**config.mk**
```make
export PLATFORM = sky130hd
export DESIGN_NAME = alarm_snooze_ctrl
export DESIGN_NICKNAME = d
export VERILOG_FILES = /design/src/rtl/alarm_snooze_ctrl.sv
export SDC_FILE = /design/constraint.sdc
export NUM_CORES = 1
export LEC_CHECK = 0
export ABC_AREA = 1
export CORE_ASPECT_RATIO = 0.6
export CORE_MARGIN = 1
export CORE_UTILIZATION = 47
export DETAILED_ROUTE_END_ITERATION = 10
export PLACE_DENSITY_LB_ADDON = 0.08
export SETUP_SLACK_MARGIN = 0.15
export SLEW_MARGIN = 0
export SYNTH_ARGS = -nofsm -noshare
export SYNTH_HDL_FRONTEND = slang
export SYNTH_SLANG_ARGS = --single-unit
export TNS_END_PERCENT = 50
```
**constraint.sdc**
```tcl
create_clock -name clk -period 2.1 [get_ports clk]
set_clock_uncertainty 0.15 [all_clocks]
set_input_delay 0.315 -clock clk [delete_from_list [all_inputs] [get_ports clk]]
set_output_delay 0.315 -clock clk [all_outputs]
set_load 0.02 [all_outputs]
```
**src/rtl/alarm_snooze_ctrl.sv**
```systemverilog
// Alarm programming/response controller: holds the base alarm time, sequences
// arm/ring/snooze/dismiss, re-targets the clock counter on snooze and drives the buzzer.
module alarm_snooze_ctrl #(
    parameter int TW           = 2,
    parameter int SNOOZE_SECS  = 2,
    parameter int MAX_SNOOZE   = 2,
    parameter int RING_TIMEOUT = 8
) (
    input  logic                            clk,
    input  logic                            reset,
    input  logic [TW-1:0]                   hours,
    input  logic [TW-1:0]                   minutes,
    input  logic [TW-1:0]                   seconds,
    input  logic                            alarm,
    input  logic                            arm_en,
    input  logic                            set_valid,
    input  logic [TW-1:0]                   set_h,
    input  logic [TW-1:0]                   set_m,
    input  logic [TW-1:0]                   set_s,
    input  logic                            snooze,
    input  logic                            dismiss,
    output logic [TW-1:0]                   alarm_hours,
    output logic [TW-1:0]                   alarm_minutes,
    output logic [TW-1:0]                   alarm_seconds,
    output logic                            buzzer,
    output logic [1:0]                      state,
    output logic [$clog2(MAX_SNOOZE+1)-1:0] snooze_cnt
);

    localparam int TTW = 3 * TW;
    localparam int SCW = $clog2(MAX_SNOOZE + 1);
    localparam int RCW = (RING_TIMEOUT > 2) ? $clog2(RING_TIMEOUT) : 1;

    localparam logic [SCW-1:0] MAX_CNT  = SCW'(MAX_SNOOZE);
    localparam logic [RCW-1:0] RING_END = RCW'(RING_TIMEOUT - 1);

    typedef enum logic [1:0] {
        DISARMED = 2'd0,
        ARMED    = 2'd1,
        RINGING  = 2'd2,
        SNOOZING = 2'd3
    } state_t;

    state_t          r_state,  w_state_nx;
    logic [TTW-1:0]  r_target, w_target_nx;
    logic [TTW-1:0]  r_base,   w_base_nx;
    logic [SCW-1:0]  r_cnt,    w_cnt_nx;
    logic [RCW-1:0]  r_ring,   w_ring_nx;
    logic            r_buzzer;
    logic [TTW-1:0]  w_snz_target;
    logic            w_can_snooze;

    // The three time fields form one base-2^TW number, so a plain add carries across fields.
    function automatic logic [TTW-1:0] snooze_target(input logic [TTW-1:0] now);
        return now + TTW'(SNOOZE_SECS);
    endfunction

    assign w_snz_target = snooze_target({hours, minutes, seconds});
    assign w_can_snooze = (r_cnt < MAX_CNT);

    always_comb begin
        w_state_nx  = r_state;
        w_target_nx = r_target;
        w_base_nx   = r_base;
        w_cnt_nx    = r_cnt;
        w_ring_nx   = r_ring;
        if (set_valid) begin
            w_base_nx   = {set_h, set_m, set_s};
            w_target_nx = {set_h, set_m, set_s};
            w_cnt_nx    = '0;
            w_state_nx  = arm_en ? ARMED : DISARMED;
        end else if (!arm_en) begin
            w_state_nx  = DISARMED;
            w_target_nx = r_base;
            w_cnt_nx    = '0;
        end else begin
            case (r_state)
                DISARMED: begin
                    w_state_nx  = ARMED;
                    w_target_nx = r_base;
                end
                ARMED, SNOOZING: begin
                    if (dismiss) begin
                        w_state_nx  = ARMED;
                        w_target_nx = r_base;
                        w_cnt_nx    = '0;
                    end else if (alarm) begin
                        w_state_nx = RINGING;
                        w_ring_nx  = '0;
                    end
                end
                RINGING: begin
                    w_ring_nx = r_ring + RCW'(1);
                    if (dismiss || (r_ring == RING_END && !w_can_snooze &&
                                    !(snooze && w_can_snooze))) begin
                        w_state_nx  = ARMED;
                        w_target_nx = r_base;
                        w_cnt_nx    = '0;
                    end else if (w_can_snooze && (snooze || r_ring == RING_END)) begin
                        w_state_nx  = SNOOZING;
                        w_cnt_nx    = r_cnt + SCW'(1);
                        w_target_nx = w_snz_target;
                    end
                end
                default: w_state_nx = DISARMED;
            endcase
        end
    end

    always_ff @(posedge clk) begin
        if (reset) begin
            r_state  <= DISARMED;
            r_target <= '0;
            r_base   <= '0;
            r_cnt    <= '0;
            r_ring   <= '0;
            r_buzzer <= 1'b0;
        end else begin
            r_state  <= w_state_nx;
            r_target <= w_target_nx;
            r_base   <= w_base_nx;
            r_cnt    <= w_cnt_nx;
            r_ring   <= w_ring_nx;
            r_buzzer <= (w_state_nx == RINGING);
        end
    end

    assign {alarm_hours, alarm_minutes, alarm_seconds} = r_target;
    assign buzzer     = r_buzzer;
    assign state      = r_state;
    assign snooze_cnt = r_cnt;

endmodule
```
==> run summary, run 1 <==
fraction of layout cells with a size suffix above 1 = 0.108
post-synthesis simple-gate area fraction = 0.362
critical path's top delay family = buffers and inverters
setup ws final = 315 ps
vias = 1092
Worst R2R End = r_target[4]$_SDFFE_PP0P_
htree depth = 1
CP endpoint kind = output pin
GRT Total Usage = 0.226
main combinational cell family by area after synthesis = simple AND/OR/NAND/NOR gates
Pwr Total = 839 uW
f_max = 560 MHz
# rows = 13
PwrDens = 568 mW/mm2
Worst Setup Slack post-DPL = 245 ps
PortBufs = 29
core area = 0.00218 mm2
CTS tree = done
Max Slew Vio Count = 0
RD Place Congestion = 0.860
Area Overhead vs Synth = 35.6%
vias in the first global route = 931
full die area = 0.00252 mm2
commonest non-fill, non-tap cells in the layout = nand2_1, clkdlybuf4s50_1, dfxtp_1
Clock Latency Late Sink = 260 ps
Hold Path Depth = 2
Ports = 30
EDFF count, synth = 0
worst-path cell chain = clkdlybuf4s50_1
run status = complete, no violations
Net Count, Synth = 174
CP max stage delay = 640 ps
Synth top area share = 0.367
IR drop worst, VDD = 0.000451 V
commonest non-fill, non-tap cell in the layout = nand2_1
# setup viols final = 0
Pre-antenna DRT Iters = 4
iteration-0 DRC count of the detailed router = 82
final period utilization = 0.850
Ant. Diodes = 0
Final min period = 1780 ps
Seq/Total Area, Yosys = 0.367
Hold Buf Count CTS = 0
crit path DAT = 1320 ps
Yosys top cell by area = dfxtp_1
RSZ-0062 raised after global routing = no
post-CTS sizing = 0
HP Start = r_base[1]$_SDFFE_PP0P_
DRT Wirelength = 2570 um
share of synthesized flip-flops with an asynchronous set or reset = 0
final net count = 209
crit path launch type = flip-flop
Rel. slew slack = 0.738
Mean Syn Cell Area = 7.17 um2
initial core utilization = 0.500
mapped cell area = 0.00109 mm2
Compound-Gate Fraction of Synth Area = 0.123
Post-DRT Antenna Nets = 0
Warnings, synthesis = 0
crit path kind = reg2out
largest net degree at the start of global routing = 12
DR WL/cell = 11.9 um
r2r setup slk = 330 ps
initial antenna violation count = 0
CP required = 1630 ps
Main synth FF type = dfxtp_1
Fill cells = 199
mux contribution to synthesized area = 0
Reg-to-Reg Start = r_ring[0]$_SDFFE_PP0P_
CTS Buf Count = 3
Setup TNS = 0 ps
DRC = 0
Seq cells post-synth = 20
cells after synthesis = 152
largest cells by area after synthesis = dfxtp_1, nand2_1, a21oi_1, nand3_1, inv_1
Static Leak = 0.668 nW
DIE HEIGHT = 39.3 um
Worst Reg2Reg Path Length in Cells = 9
Synth Area in XOR/XNOR = 0.0241
Die X = 64.2 um
# Post-CTS Setup Buffers = 0
root buffer cell = clkbuf_8
Slew @ Worst Pin = 390 ps
Synth Area in Adders = 0.0344
first-pass GRT wire length = 4130 um
Sink Count = 20
post-synth cell types = 24
Reg clk slew, reported paths = 70 ps
final global-route overflow total = 0
Max-Cap Viols = 0
CTS Buffer Depth = 2
CP bufs+invs = 1
Vias per Instance = 5.06
Min-Delay Path Class = reg2reg
hold path endpoint = r_base[1]$_SDFFE_PP0P_
Slowest-stage cell, CP = clkdlybuf4s50_1
endpoints failing hold = 0
WP depth = 1
critical path fanouts, max = 4
DP Wirelength = 2000 um
power breakdown:
part	switching (mW)	total, mW	internal, mW	leakage [nW]
clock	0.126	0.293	0.167	0.0288
combinational	0.0738	0.146	0.0722	0.475
sequential	0.00649	0.400	0.394	0.164
worst max-delay path by stage:
stage	startpoint	end	slack, ps
finish	state[1]$_SDFF_PP0_	state[1]	320
global route	r_ring[0]$_SDFFE_PP0P_	r_target[5]$_SDFFE_PP0P_	170
CTS	state[1]$_SDFF_PP0_	state[1]	320
detailed placement	dismiss	r_ring[1]$_SDFFE_PP0P_	250
global placement	set_valid	r_target[4]$_SDFFE_PP0P_	320
floorplan	r_ring[0]$_SDFFE_PP0P_	r_target[4]$_SDFFE_PP0P_	570
final cells by class:
type / instances / area [um2] / area share
clock buffer: 4 / 55.1 / 0.0373
inverter: 20 / 80.1 / 0.0542
multi-input combinational: 110 / 592 / 0.401
sequential: 20 / 400 / 0.271
tap: 30 / 37.5 / 0.0254
timing repair buffer: 32 / 313 / 0.212
cell usage after synthesis, types with 2 or more instances:
master    number
inv_1         17
ha_1           3
xnor2_1        3
a22oi_1        2
dfxtp_1       20
nand2_4        4
a21oi_2        2
nor2_4         2
nand3_1       15
o21ai_0        3
nand3b_1       2
nand2_1       40
inv_4          2
nor2_1        13
a21oi_1       15
stage by stage:
step	std cells	area [um2]	util	hold slack (ps)
finish	216	1480	0.678	325
global route	216	1480	0.678	344
CTS	216	1480	0.678	327
detailed placement	212	1420	0.653	315
global placement	212	1420	0.653	306
floorplan	152	1090	-	288
state kept, by name (all words and copies together) (netlist names):
register,count
buzzer,1
r_base,6
r_ring,3
r_target,6
snooze_cnt,2
state,2
logic make-up after synthesis:
group	Yosys count
fa+ha+maj	3
flops	20
compound gates	24
buf+inv	22
simple gates	80
xor+xnor	3
per-layer routing:
| metal | global-route usage | vias up | wire [um] |
|---|---|---|---|
| li1 | - | 561 | - |
| met1 | 0.313 | 479 | 1260 |
| met2 | 0.354 | 50 | 1050 |
| met3 | 0.0610 | 2 | 256 |
| met4 | 0.0500 | 0 | 13 |
| met5 | 0 | - | 0 |
No activity file was read; power rests on OpenSTA's default activity.
==> inputs of run 2 (changes only) <==
- clock period: 2.1 -> 1.82 ns (I/O delays scaled with it)
==> run 2 against run 1 <==
Compared with the run above: final area grew 6.1%; routed wire length is 22% higher; clock-buffer cell count is 1 lower; critical endpoint is now snooze_cnt[0]; largest power group unchanged; highest routed layer unchanged.
==> run summary, run 2 (synthesized netlist as in run 1, its figures left out) <==
fraction of layout cells with a size suffix above 1 = 0.180
initial antenna violation count = 0
RSZ-0062 raised after global routing = yes
commonest non-fill, non-tap cell in the layout = nand2_1
# setup viols final = 0
iteration-0 DRC count of the detailed router = 71
IR drop worst, VDD = 0.000737 V
CP bufs+invs = 1
Static Leak = 0.708 nW
largest net degree at the start of global routing = 13
RD Place Congestion = 0.893
leading registers by flop count = r_base (6), r_target (6), r_ring (3)
critical path fanouts, max = 3
Clock Latency Late Sink = 270 ps
CP endpoint kind = output pin
Ports = 30
critical path's top delay family = buffers and inverters
CTS tree = done
Max-Cap Viols = 0
Min-Delay Path Class = reg2reg
DP Wirelength = 2130 um
Ant. Diodes = 0
commonest non-fill, non-tap cells in the layout = nand2_1, clkdlybuf4s50_1, dfxtp_1
Slew @ Worst Pin = 328 ps
Slowest-stage cell, CP = clkdlybuf4s50_1
htree depth = 1
Sink Count = 20
PwrDens = 699 mW/mm2
Vias per Instance = 5.20
GRT Total Usage = 0.261
final net count = 212
root buffer cell = clkbuf_8
Final min period = 1670 ps
Final Util = 0.719
Max Slew Vio Count = 0
full die area = 0.00252 mm2
crit path DAT = 1250 ps
core area = 0.00218 mm2
endpoints failing hold = 0
Area Overhead vs Synth = 43.9%
Setup TNS = 0 ps
Pwr Total = 1.10 mW
CP max stage delay = 610 ps
CTS Buf Count = 3
Pre-antenna DRT Iters = 5
vias in the first global route = 1047
Reg clk slew, reported paths = 80 ps
Die X = 64.2 um
worst-path cell chain = clkdlybuf4s50_1
DIE HEIGHT = 39.3 um
CP required = 1400 ps
initial core utilization = 0.500
PortBufs = 29
Post-DRT Antenna Nets = 0
r2r setup slk = 220 ps
first-pass GRT wire length = 4730 um
crit path kind = reg2out
vias = 1139
# rows = 13
DRT Wirelength = 3130 um
CTS Buffer Depth = 2
crit path launch type = flip-flop
run status = complete, no violations
final global-route overflow total = 0
DR WL/cell = 14.3 um
DRC = 0
final period utilization = 0.919
f_max = 598 MHz
Rel. slew slack = 0.781
-- run 2: cell types whose count changed in the layout (fill, tap and decap cells not counted), sizes merged --
cell	before	now
clkdlybuf4s50	29	26
bufinv	0	1
dlygate4sd2	0	3
clkbuf	4	3
buf	3	6
-- run 2: layout make-up --
cell class	count	area (um2)
clock buffer	3	41.3
clock inverter	1	30.0
fill	175	612
inverter	20	80.1
multi-input combinational	110	646
sequential	20	402
tap	30	37.5
timing repair buffer	35	332
-- run 2: what timing repair did --
item / CTS / global route
pin swaps: 2 / 7
hold buffers: 0 / 0
gates resized for setup: 8 / 10
setup endpoints to repair: 10 / 16
buffers inserted: 2 / 0
gates cloned: 0 / 0
-- run 2: layer usage --
layer | vias to the layer above | global-route usage | part of all wire
li1 | 564 | - | -
met1 | 517 | 0.334 | 0.45
met2 | 56 | 0.423 | 0.46
met3 | 2 | 0.0698 | 0.086
met4 | 0 | 0.111 | 0.0054
met5 | - | 0 | 0
-- run 2: worst paths after layout --
kind / startpoint / to / cells after the start
hold reg to reg: r_ring[0]$_SDFFE_PP0P_ / r_ring[0]$_SDFFE_PP0P_ / 1
setup reg to reg: r_ring[0]$_SDFFE_PP0P_ / r_target[2]$_SDFFE_PP0P_ / 8
setup / recovery: snooze_cnt[0]$_SDFFE_PP0P_ / snooze_cnt[0] / 1
hold / removal: r_ring[0]$_SDFFE_PP0P_ / r_ring[0]$_SDFFE_PP0P_ / 1
-- run 2: metrics by stage --
stage	instance area (um2)	worst slack [ps]	hold WS [ps]	std cells
after floorplan	1090	294	286	152
after global placement	1430	43.9	308	213
after detailed placement	1430	24.1	311	213
after CTS	1530	128	323	219
after global routing	1570	101	359	219
final	1570	148	331	219
-- run 2: report_power, final --
| group | switching [mW] | internal (mW) |
|---|---|---|
| logic | 0.0955 | 0.0854 |
| registers | 0.00811 | 0.454 |
| clock network | 0.159 | 0.294 |
| total | 0.262 | 0.834 |
